==> src/rtl/memsplit_initiator_if.sv <==
// ============================================================================
// Module      : memsplit_initiator_if
// Description : Command, response and MemSplit32 bus signals for the initiator.
// Revision    : 1.0 - initial release
// ============================================================================
`timescale 1ns/1ps
`default_nettype none

interface memsplit_initiator_if;
    logic        cmd_valid_i;
    logic        cmd_ready_o;
    logic        cmd_we_i;
    logic [31:0] cmd_addr_bi;
    logic [3:0]  cmd_be_bi;
    logic [31:0] cmd_wdata_bi;

    logic        rsp_valid_o;
    logic        rsp_we_o;
    logic        rsp_err_o;
    logic [31:0] rsp_rdata_bo;

    logic        bus_req_o;
    logic        bus_we_o;
    logic [31:0] bus_addr_bo;
    logic [3:0]  bus_be_bo;
    logic [31:0] bus_wdata_bo;
    logic        bus_ack_i;
    logic        bus_resp_i;
    logic [31:0] bus_rdata_bi;

    // Initiator side.
    modport master (
        input  cmd_valid_i, cmd_we_i, cmd_addr_bi, cmd_be_bi, cmd_wdata_bi,
        input  bus_ack_i, bus_resp_i, bus_rdata_bi,
        output cmd_ready_o, rsp_valid_o, rsp_we_o, rsp_err_o, rsp_rdata_bo,
        output bus_req_o, bus_we_o, bus_addr_bo, bus_be_bo, bus_wdata_bo
    );

    // Command producer plus bus slave side.
    modport slave (
        output cmd_valid_i, cmd_we_i, cmd_addr_bi, cmd_be_bi, cmd_wdata_bi,
        output bus_ack_i, bus_resp_i, bus_rdata_bi,
        input  cmd_ready_o, rsp_valid_o, rsp_we_o, rsp_err_o, rsp_rdata_bo,
        input  bus_req_o, bus_we_o, bus_addr_bo, bus_be_bo, bus_wdata_bo
    );
endinterface

`default_nettype wire

==> src/rtl/memsplit_initiator.sv <==
// ============================================================================
// Module      : memsplit_initiator
// Description : Buffered command FIFO feeding a single-beat MemSplit32 master.
// Revision    : 1.0 - initial release
// ============================================================================
`timescale 1ns/1ps
`default_nettype none

module memsplit_initiator #(
    parameter int BUS_TIMEOUT    = 100,
    parameter int CMD_FIFO_DEPTH = 4
) (
    input  wire logic              clk_i,
    input  wire logic              rst_i,
    memsplit_initiator_if.master   ifc
);

    localparam int c_AW = (CMD_FIFO_DEPTH > 1) ? $clog2(CMD_FIFO_DEPTH) : 1;
    localparam int c_CW = $clog2(CMD_FIFO_DEPTH + 1);
    localparam int c_TW = (BUS_TIMEOUT > 1) ? $clog2(BUS_TIMEOUT) : 1;
    localparam int c_EW = 1 + 32 + 4 + 32;

    localparam logic [c_AW-1:0] c_PTR_LAST = c_AW'(CMD_FIFO_DEPTH - 1);
    localparam logic [c_CW-1:0] c_FULL_CNT = c_CW'(CMD_FIFO_DEPTH);
    localparam logic [c_TW-1:0] c_TLIMIT   = c_TW'(BUS_TIMEOUT - 1);

    localparam logic [1:0] ST_IDLE      = 2'd0;
    localparam logic [1:0] ST_REQ       = 2'd1;
    localparam logic [1:0] ST_WAIT_RESP = 2'd2;
    localparam logic [1:0] ST_DONE      = 2'd3;

    logic [c_EW-1:0] r_fifo_mem [CMD_FIFO_DEPTH];
    logic [c_AW-1:0] r_wr_ptr;
    logic [c_AW-1:0] r_rd_ptr;
    logic [c_CW-1:0] r_count;

    logic [1:0]      r_state;
    logic [c_TW-1:0] r_tcnt;
    logic            r_bus_we;
    logic [31:0]     r_bus_addr;
    logic [3:0]      r_bus_be;
    logic [31:0]     r_bus_wdata;
    logic            r_rsp_we;
    logic            r_rsp_err;
    logic [31:0]     r_rsp_rdata;

    logic            w_full;
    logic            w_push;
    logic            w_pop;
    logic [c_EW-1:0] w_head;
    logic            w_limit;

    assign w_full  = (r_count == c_FULL_CNT);
    assign w_push  = ifc.cmd_valid_i && !w_full;
    assign w_pop   = (r_state == ST_IDLE) && (r_count != '0);
    assign w_head  = r_fifo_mem[r_rd_ptr];
    assign w_limit = (r_tcnt == c_TLIMIT);

    // Storage is not reset; only the pointers and count define validity.
    always_ff @(posedge clk_i) begin
        if (w_push) begin
            r_fifo_mem[r_wr_ptr] <= {ifc.cmd_we_i, ifc.cmd_addr_bi,
                                     ifc.cmd_be_bi, ifc.cmd_wdata_bi};
        end
    end

    always_ff @(posedge clk_i) begin
        if (rst_i) begin
            r_wr_ptr <= '0;
            r_rd_ptr <= '0;
            r_count  <= '0;
        end else begin
            if (w_push) begin
                r_wr_ptr <= (r_wr_ptr == c_PTR_LAST) ? '0 : r_wr_ptr + c_AW'(1);
            end
            if (w_pop) begin
                r_rd_ptr <= (r_rd_ptr == c_PTR_LAST) ? '0 : r_rd_ptr + c_AW'(1);
            end
            case ({w_push, w_pop})
                2'b10:   r_count <= r_count + c_CW'(1);
                2'b01:   r_count <= r_count - c_CW'(1);
                default: r_count <= r_count;
            endcase
        end
    end

    // An ack/resp seen on the limit cycle is checked first, so success wins.
    always_ff @(posedge clk_i) begin
        if (rst_i) begin
            r_state     <= ST_IDLE;
            r_tcnt      <= '0;
            r_bus_we    <= 1'b0;
            r_bus_addr  <= '0;
            r_bus_be    <= '0;
            r_bus_wdata <= '0;
            r_rsp_we    <= 1'b0;
            r_rsp_err   <= 1'b0;
            r_rsp_rdata <= '0;
        end else begin
            case (r_state)
                ST_IDLE: begin
                    if (w_pop) begin
                        {r_bus_we, r_bus_addr, r_bus_be, r_bus_wdata} <= w_head;
                        r_tcnt  <= '0;
                        r_state <= ST_REQ;
                    end
                end
                ST_REQ: begin
                    r_tcnt <= r_tcnt + c_TW'(1);
                    if (ifc.bus_ack_i) begin
                        if (r_bus_we) begin
                            r_rsp_we    <= 1'b1;
                            r_rsp_err   <= 1'b0;
                            r_rsp_rdata <= '0;
                            r_state     <= ST_DONE;
                        end else begin
                            r_state <= ST_WAIT_RESP;
                        end
                    end else if (w_limit) begin
                        r_rsp_we    <= r_bus_we;
                        r_rsp_err   <= 1'b1;
                        r_rsp_rdata <= '0;
                        r_state     <= ST_DONE;
                    end
                end
                ST_WAIT_RESP: begin
                    r_tcnt <= r_tcnt + c_TW'(1);
                    if (ifc.bus_resp_i) begin
                        r_rsp_we    <= 1'b0;
                        r_rsp_err   <= 1'b0;
                        r_rsp_rdata <= ifc.bus_rdata_bi;
                        r_state     <= ST_DONE;
                    end else if (w_limit) begin
                        r_rsp_we    <= 1'b0;
                        r_rsp_err   <= 1'b1;
                        r_rsp_rdata <= '0;
                        r_state     <= ST_DONE;
                    end
                end
                ST_DONE: begin
                    r_state <= ST_IDLE;
                end
                default: begin
                    r_state <= ST_IDLE;
                end
            endcase
        end
    end

    assign ifc.cmd_ready_o  = !w_full;
    assign ifc.bus_req_o    = (r_state == ST_REQ);
    assign ifc.bus_we_o     = r_bus_we;
    assign ifc.bus_addr_bo  = r_bus_addr;
    assign ifc.bus_be_bo    = r_bus_be;
    assign ifc.bus_wdata_bo = r_bus_wdata;
    assign ifc.rsp_valid_o  = (r_state == ST_DONE);
    assign ifc.rsp_we_o     = r_rsp_we;
    assign ifc.rsp_err_o    = r_rsp_err;
    assign ifc.rsp_rdata_bo = r_rsp_rdata;

endmodule

`default_nettype wire

==> src/flat_wrapper.sv <==
// flat-port wrapper written by rule: the top's interface ports become plain ports
module memsplit_initiator_flat 
#(
    parameter int BUS_TIMEOUT    = 100,
    parameter int CMD_FIFO_DEPTH = 4
)
  (clk_i, rst_i, ifc_cmd_valid_i, ifc_cmd_we_i, ifc_cmd_addr_bi, ifc_cmd_be_bi, ifc_cmd_wdata_bi, ifc_bus_ack_i, ifc_bus_resp_i, ifc_bus_rdata_bi, ifc_cmd_ready_o, ifc_rsp_valid_o, ifc_rsp_we_o, ifc_rsp_err_o, ifc_rsp_rdata_bo, ifc_bus_req_o, ifc_bus_we_o, ifc_bus_addr_bo, ifc_bus_be_bo, ifc_bus_wdata_bo);
  memsplit_initiator_if ifc_i ();
  input  wire logic clk_i;
  input  wire logic rst_i;
  input wire logic [$bits(ifc_i.cmd_valid_i)-1:0] ifc_cmd_valid_i;
  input wire logic [$bits(ifc_i.cmd_we_i)-1:0] ifc_cmd_we_i;
  input wire logic [$bits(ifc_i.cmd_addr_bi)-1:0] ifc_cmd_addr_bi;
  input wire logic [$bits(ifc_i.cmd_be_bi)-1:0] ifc_cmd_be_bi;
  input wire logic [$bits(ifc_i.cmd_wdata_bi)-1:0] ifc_cmd_wdata_bi;
  input wire logic [$bits(ifc_i.bus_ack_i)-1:0] ifc_bus_ack_i;
  input wire logic [$bits(ifc_i.bus_resp_i)-1:0] ifc_bus_resp_i;
  input wire logic [$bits(ifc_i.bus_rdata_bi)-1:0] ifc_bus_rdata_bi;
  output wire logic [$bits(ifc_i.cmd_ready_o)-1:0] ifc_cmd_ready_o;
  output wire logic [$bits(ifc_i.rsp_valid_o)-1:0] ifc_rsp_valid_o;
  output wire logic [$bits(ifc_i.rsp_we_o)-1:0] ifc_rsp_we_o;
  output wire logic [$bits(ifc_i.rsp_err_o)-1:0] ifc_rsp_err_o;
  output wire logic [$bits(ifc_i.rsp_rdata_bo)-1:0] ifc_rsp_rdata_bo;
  output wire logic [$bits(ifc_i.bus_req_o)-1:0] ifc_bus_req_o;
  output wire logic [$bits(ifc_i.bus_we_o)-1:0] ifc_bus_we_o;
  output wire logic [$bits(ifc_i.bus_addr_bo)-1:0] ifc_bus_addr_bo;
  output wire logic [$bits(ifc_i.bus_be_bo)-1:0] ifc_bus_be_bo;
  output wire logic [$bits(ifc_i.bus_wdata_bo)-1:0] ifc_bus_wdata_bo;
  assign ifc_i.cmd_valid_i = ifc_cmd_valid_i;
  assign ifc_i.cmd_we_i = ifc_cmd_we_i;
  assign ifc_i.cmd_addr_bi = ifc_cmd_addr_bi;
  assign ifc_i.cmd_be_bi = ifc_cmd_be_bi;
  assign ifc_i.cmd_wdata_bi = ifc_cmd_wdata_bi;
  assign ifc_i.bus_ack_i = ifc_bus_ack_i;
  assign ifc_i.bus_resp_i = ifc_bus_resp_i;
  assign ifc_i.bus_rdata_bi = ifc_bus_rdata_bi;
  assign ifc_cmd_ready_o = ifc_i.cmd_ready_o;
  assign ifc_rsp_valid_o = ifc_i.rsp_valid_o;
  assign ifc_rsp_we_o = ifc_i.rsp_we_o;
  assign ifc_rsp_err_o = ifc_i.rsp_err_o;
  assign ifc_rsp_rdata_bo = ifc_i.rsp_rdata_bo;
  assign ifc_bus_req_o = ifc_i.bus_req_o;
  assign ifc_bus_we_o = ifc_i.bus_we_o;
  assign ifc_bus_addr_bo = ifc_i.bus_addr_bo;
  assign ifc_bus_be_bo = ifc_i.bus_be_bo;
  assign ifc_bus_wdata_bo = ifc_i.bus_wdata_bo;
  memsplit_initiator #(.BUS_TIMEOUT(BUS_TIMEOUT), .CMD_FIFO_DEPTH(CMD_FIFO_DEPTH)) u_core (.clk_i(clk_i), .rst_i(rst_i), .ifc(ifc_i));
endmodule
==> config.mk <==
export PLATFORM = sky130hd
export DESIGN_NAME = memsplit_initiator_flat
export DESIGN_NICKNAME = d
export VERILOG_FILES = /design/src/rtl/memsplit_initiator_if.sv /design/src/rtl/memsplit_initiator.sv /design/src/flat_wrapper.sv
export SDC_FILE = /design/constraint.sdc
export NUM_CORES = 1
export LEC_CHECK = 0
export BUFFER_PORTS_ARGS = -buffer_cell sky130_fd_sc_hd__buf_2
export CAP_MARGIN = 25
export CORE_ASPECT_RATIO = 0.7
export CORE_MARGIN = 3
export CORE_UTILIZATION = 45
export DETAILED_ROUTE_END_ITERATION = 6
export PLACE_DENSITY = 0.65
export SLEW_MARGIN = 40
export SYNTH_ARGS = -nofsm -noshare
export SYNTH_HDL_FRONTEND = slang
export SYNTH_SLANG_ARGS = --single-unit
==> constraint.sdc <==
create_clock -name clk_i -period 6.1 [get_ports clk_i]
set_clock_uncertainty 0.1 [all_clocks]
set_input_delay 0.915 -clock clk_i [delete_from_list [all_inputs] [get_ports clk_i]]
set_output_delay 0.915 -clock clk_i [all_outputs]
set_load 0.005 [all_outputs]
---- Word level (Yosys, flattened, before mapping) ----
Memory sizes are Yosys's and may differ from the RTL's. A register that Yosys moved wholly into a read port is not among the register bits.
Index checks and enable logic that the tools add are counted.
storage, ports and cells
  bits in registers ....................... 50
  RAM bits ................................ 276
  input bits .............................. 106
  memories ................................ 1
operators by class
  add/subtract/negate cells ............... 5
  eq/ne operators ......................... 13
  multiplexer cells ....................... 29
  reduce and logical (&&, ||, !) cells .... 13
memory list
  memory             depth  width  rd ports  clocked after Yosys merged registers in  write ports  RTL line                  source
  u_core.r_fifo_mem  4      69     1         1                                        1            memsplit_initiator.sv:32  logic [c_EW-1:0] r_fifo_mem [CMD_FIFO_DEPTH];
operators with widths
  cell                   count
  $mux W32               4
  $pmux W32 S2           1
  $pmux W7 S2            1
  $mux W1                12
  $mux W2                6
  $eq A2 B2 Y1 const B   5
  $ne A3 B2 Y1 const B   3
  $pmux W2 S4            1
  $add A7 B1 Y7 const B  1
  $eq A7 B7 Y1 const B   1
  $mux W7                1
  $pmux W3 S2            1
  $reduce_and A2 Y1      3
  $reduce_bool A2 Y1     3
  $add A2 B1 Y2 const B  2
  $eq A2 B1 Y1 const B   2
  $pmux W1 S2            2
  $reduce_and A4 Y1      1
  $add A3 B1 Y3 const B  1
  $eq A3 B3 Y1 const B   1
  $reduce_bool A3 Y1     1
  $sub A3 B1 Y3 const B  1
  $logic_and A1 B1 Y1    2
  $logic_not A2 Y1       1
  3 further kinds        3

---- Longest topological paths before layout ----
  word-level depth ........................ 5
  mapped depth ............................ 11

---- Least setup slack after synthesis ----
OpenSTA, ideal clock, no wires.
  path type ............................... in2reg
  start ................................... input port ifc_cmd_valid_i
  end ..................................... memory u_core.r_fifo_mem[2][0] (netlist bit), enable pin
  setup time .............................. 0.435 ns
  arrival time ............................ 2.582 ns
  required time ........................... 5.565 ns
  path slack .............................. 2.983 ns
  stages .................................. 1
  path through ............................ and3_1
on the way
  longest elaborated chain between the ends .. 3
RTL lines
  item                           RTL line                  source
  start, declared                flat_wrapper.sv:11        input wire logic [$bits(ifc_i.cmd_valid_i)-1:0] ifc_cmd_valid_i;
  $logic_and A1 B1 Y1            memsplit_initiator.sv:54  assign w_push = ifc.cmd_valid_i && !w_full;
  $mux W1                        memsplit_initiator.sv:61  if (w_push) begin
  $mux W1 (implied by the code)  memsplit_initiator.sv:62  r_fifo_mem[r_wr_ptr] <= {ifc.cmd_we_i, ifc.cmd_addr_bi,
  end, declared                  memsplit_initiator.sv:32
No other way between the ends.

---- Worst setup path in the final report ----
  start ................................... register u_core.r_count[2]
  end ..................................... output port ifc_cmd_ready_o
on the way
  longest elaborated chain between the ends .. 2
RTL lines
  item                    RTL line                   source
  start, declared         memsplit_initiator.sv:35   logic [c_CW-1:0] r_count;
  start signal, assigned  memsplit_initiator.sv:80   2'b10: r_count <= r_count + c_CW'(1);
  start signal, assigned  memsplit_initiator.sv:81   2'b01: r_count <= r_count - c_CW'(1);
  start signal, assigned  memsplit_initiator.sv:82   default: r_count <= r_count;
  $eq A3 B3 Y1            memsplit_initiator.sv:53   assign w_full = (r_count == c_FULL_CNT);
  $logic_not A1 Y1        memsplit_initiator.sv:150  assign ifc.cmd_ready_o = !w_full;
  end, declared           flat_wrapper.sv:19         output wire logic [$bits(ifc_i.cmd_ready_o)-1:0] ifc_cmd_ready_o;
No other way between the ends.

==> impl_metrics.py <==
metrics = {
    "synth": {
        "synth_area_um2": 14300,
        "synth.avg_cell_area_um2": 16.7,
        "syn_inst": 859,
        "synth-warning-count": 0,
        "synth_cell_types": 43,
        "synthFlopType": "edfxtp_1",
        "synth-seq-cells": 395,
        "async_reset_ff_frac": 0,
        "ys_seq_area_frac": 0.745,
        "synth-edff-count": 276,
        "syn_nets": 978,
    },
    "final_layout": {
        "multiInputGateArea_um2": 3450,
        "seq_area_um2": 10700,
        "area_growth_pct": 19.3,
        "utilization": 0.557,
        "fillers": 2469,
        "final_cells": 1516,
        "drive_gt1_frac": 0.332,
        "antenna_cells": 0,
        "nNetsFinal": 1194,
    },
    "place": {
        "gp_congestion": 0.784,
        "dpl.hpwl_mm": 17.4,
        "port_buffers": 211,
        "post-place-cells": 1447,
    },
    "sta": {
        "slew_headroom": 0.523,
        "rsz0062_at_grt": "false",
        "fin_setup_tns_ps": 0,
        "maxSlewViolCount": 0,
        "holdWs_ps": 350,
        "worst_slew_pin_slew_ps": 714,
        "final_hold_viol_count": 0,
        "finalSetupViolCount": 0,
        "clock.fmax_ghz": 0.363,
        "fin_crit_ps": 2760,
        "final.period_utilization": 0.452,
    },
    "route": {
        "routed_wl_mm": 29.3,
        "vias_per_cell": 5.26,
        "dr.pass1.iters": 5,
        "vias": 7974,
        "ant_nets": 0,
        "wire_per_inst_um": 19.3,
        "drc": 0,
        "drt_iter0_markers": 507,
    },
    "die": {
        "floorplan.core_area_um2": 30700,
        "fp-row-count": 53,
        "die_width_um": 219,
        "dieHeight_um": 155,
        "start_util": 0.467,
        "die_area_um2": 34100,
        "io_pins": 212,
    },
    "cts": {
        "cts_tree": "built",
        "cts_hold_buf": 0,
        "numCtsBuffers": 38,
        "htree_levels": 2,
        "post_cts_buffers": 0,
        "post_cts_resize_count": 0,
        "cts_root_buffer": "clkbuf_16",
        "insertion_delay_ps": 520,
        "clockBufferDepth": 3,
        "cts_num_sinks": 395,
        "clkSlewWorstSetupHoldPaths_ps": 70,
    },
    "grt": {
        "antenna_found_initial": 7,
        "grt_usage": 0.172,
        "grt_pass1_vias": 8011,
        "grt_overflow": 0,
        "grt_pass1_wl_mm": 45.3,
        "grt_max_degree": 74,
    },
    "setup_path": {
        "critPathKind": "flop to primary output",
        "crit_fanout": 6,
        "slowest_delay_ps": 560,
        "rrSetupSlack_ps": 3460,
        "worstPathArrival_ps": 1740,
        "crit_chain": "or3b_2, buf_2",
        "end_kind": "primary output",
        "r2r_cells": 8,
        "critPathLaunch": "u_core.r_count[2]$_SDFFE_PP0P_",
        "r2r-end": "u_core.r_count[2]$_SDFFE_PP0P_",
        "regToRegStartpoint": "u_core.r_count[2]$_SDFFE_PP0P_",
        "critPathTopFamily": "simple AND/OR/NAND/NOR gates",
        "cp-start-kind": "flop",
        "critPathBufInv": 1,
        "cp_slowest_cell": "or3b_2",
        "crit_required_ps": 5080,
    },
    "pwr": {
        "p_per_area_nw_per_um2": 432,
        "totalPowerFinal_mw": 7.38,
        "ir_worst_vdd_v": 0.000268,
        "power.leakage_nw": 6.17,
    },
    "run": {
        "cap_violations": 0,
    },
    "min_path": {
        "hold_path.startpoint": "u_core.ifc.bus_addr_bo[20]$_SDFFE_PP0P_",
        "min_to": "u_core.ifc.bus_addr_bo[20]$_SDFFE_PP0P_",
        "hp-class": "flop to flop",
        "hold_depth": 2,
    },
    "outcome": {
        "status": "complete, no violations",
    },
}
## cells in the final DEF, fill, tap and decap left out, types with 3 or more instances in the layout
cell	instances
mux4_2	69
buf_6	3
a21oi_1	78
xnor2_1	5
clkinv_1	3
clkinv_2	7
clkbuf_16	41
buf_4	8
dfxtp_1	117
nand2_1	145
nand3_1	3
ha_1	12
o21ai_0	7
clkbuf_8	4
nor3_1	5
a22o_1	30
and3_4	4
edfxtp_1	276
buf_2	210
inv_1	9
nor2_1	18
nor3b_1	3
clkbuf_1	10
## registers in the layout, indices dropped and copies added (netlist names)
register / cells
u_core.r_tcnt: 7
u_core.ifc.bus_wdata_bo: 32
u_core.r_state: 2
u_core.ifc.bus_addr_bo: 32
u_core.r_wr_ptr: 2
u_core.ifc.bus_be_bo: 4
u_core.r_rd_ptr: 2
u_core.ifc.rsp_we_o: 1
u_core.ifc.rsp_rdata_bo: 32
u_core.r_count: 3
u_core.ifc.rsp_err_o: 1
u_core.ifc.bus_we_o: 1
u_core.r_fifo_mem: 276
## through the flow
step                setup WS [ps]  instance area, um2
finish                       3340               17100
global route                 3270               17100
CTS                          3350               17100
detailed placement           3290               15900
global placement             3220               15800
floorplan                    2980               14300
## power by group
| group | leakage, nW | switching (mW) | internal, mW |
|---|---|---|---|
| logic | 2.07 | 0.978 | 0.720 |
| registers | 3.50 | 0.178 | 3.23 |
| clock network | 0.605 | 0.953 | 1.32 |
| total | 6.17 | 2.11 | 5.28 |
## logic make-up after synthesis
logic type	Yosys count	share of synthesized area
and+or+nand+nor	194	0.0590
muxes	71	0.110
DFF	395	0.745
adders and majority gates	13	0.0119
xor gates and xnor gates	7	0.00428
buffers and inverters	57	0.0181
AOI/OAI and AO/OA	122	0.0521
## how the worst max path moves through the flow
stage | endpoint | cells past startpoint
2_1_floorplan | u_core.r_fifo_mem[2][0]$_DFFE_PP_ | 1
3_3_place_gp | u_core.ifc.rsp_rdata_bo[0]$_SDFFE_PP0P_ | 5
3_5_place_dp | u_core.ifc.rsp_rdata_bo[1]$_SDFFE_PP0P_ | 5
4_1_cts | ifc_cmd_ready_o | 2
5_1_grt | ifc_cmd_ready_o | 2
6_report | ifc_cmd_ready_o | 2
## layer usage
metal | part of all wire | vias to the layer above | global-route usage
met5 | 0.0027 | - | 0
li1 | - | 3696 | -
met1 | 0.45 | 3972 | 0.244
met2 | 0.46 | 240 | 0.269
met3 | 0.074 | 52 | 0.0463
met4 | 0.015 | 14 | 0.0379
## final cells by class
cell class              instances  area share
flip-flops and latches        395       0.625
clock buffers                  55      0.0655
well taps                     412      0.0302
inverters                      10     0.00220
repair buffers                223      0.0693
clock inverters                14     0.00600
multi-input cells             407       0.202
## tightest hold or removal path: stages, from the launching register on
cell and delay (ps):
dfxtp_1 310, nand2_1 50, a21oi_1 50
## synthesized netlist by cell type, types with 5 or more instances
cell | n | area (um2)
a22o_1 | 30 | 263
o21ai_0 | 7 | 35.0
mux4_2 | 69 | 1550
nor2_1 | 18 | 67.6
edfxtp_1 | 276 | 8290
nor3_1 | 6 | 30.0
clkbuf_1 | 26 | 97.6
nand2_1 | 145 | 544
buf_2 | 9 | 45.0
dfxtp_1 | 119 | 2380
xnor2_1 | 5 | 43.8
ha_1 | 12 | 150
a21oi_1 | 78 | 390
inv_1 | 9 | 33.8
buf_1 | 6 | 22.5
Note: power is estimated with default switching activity, not from simulation.
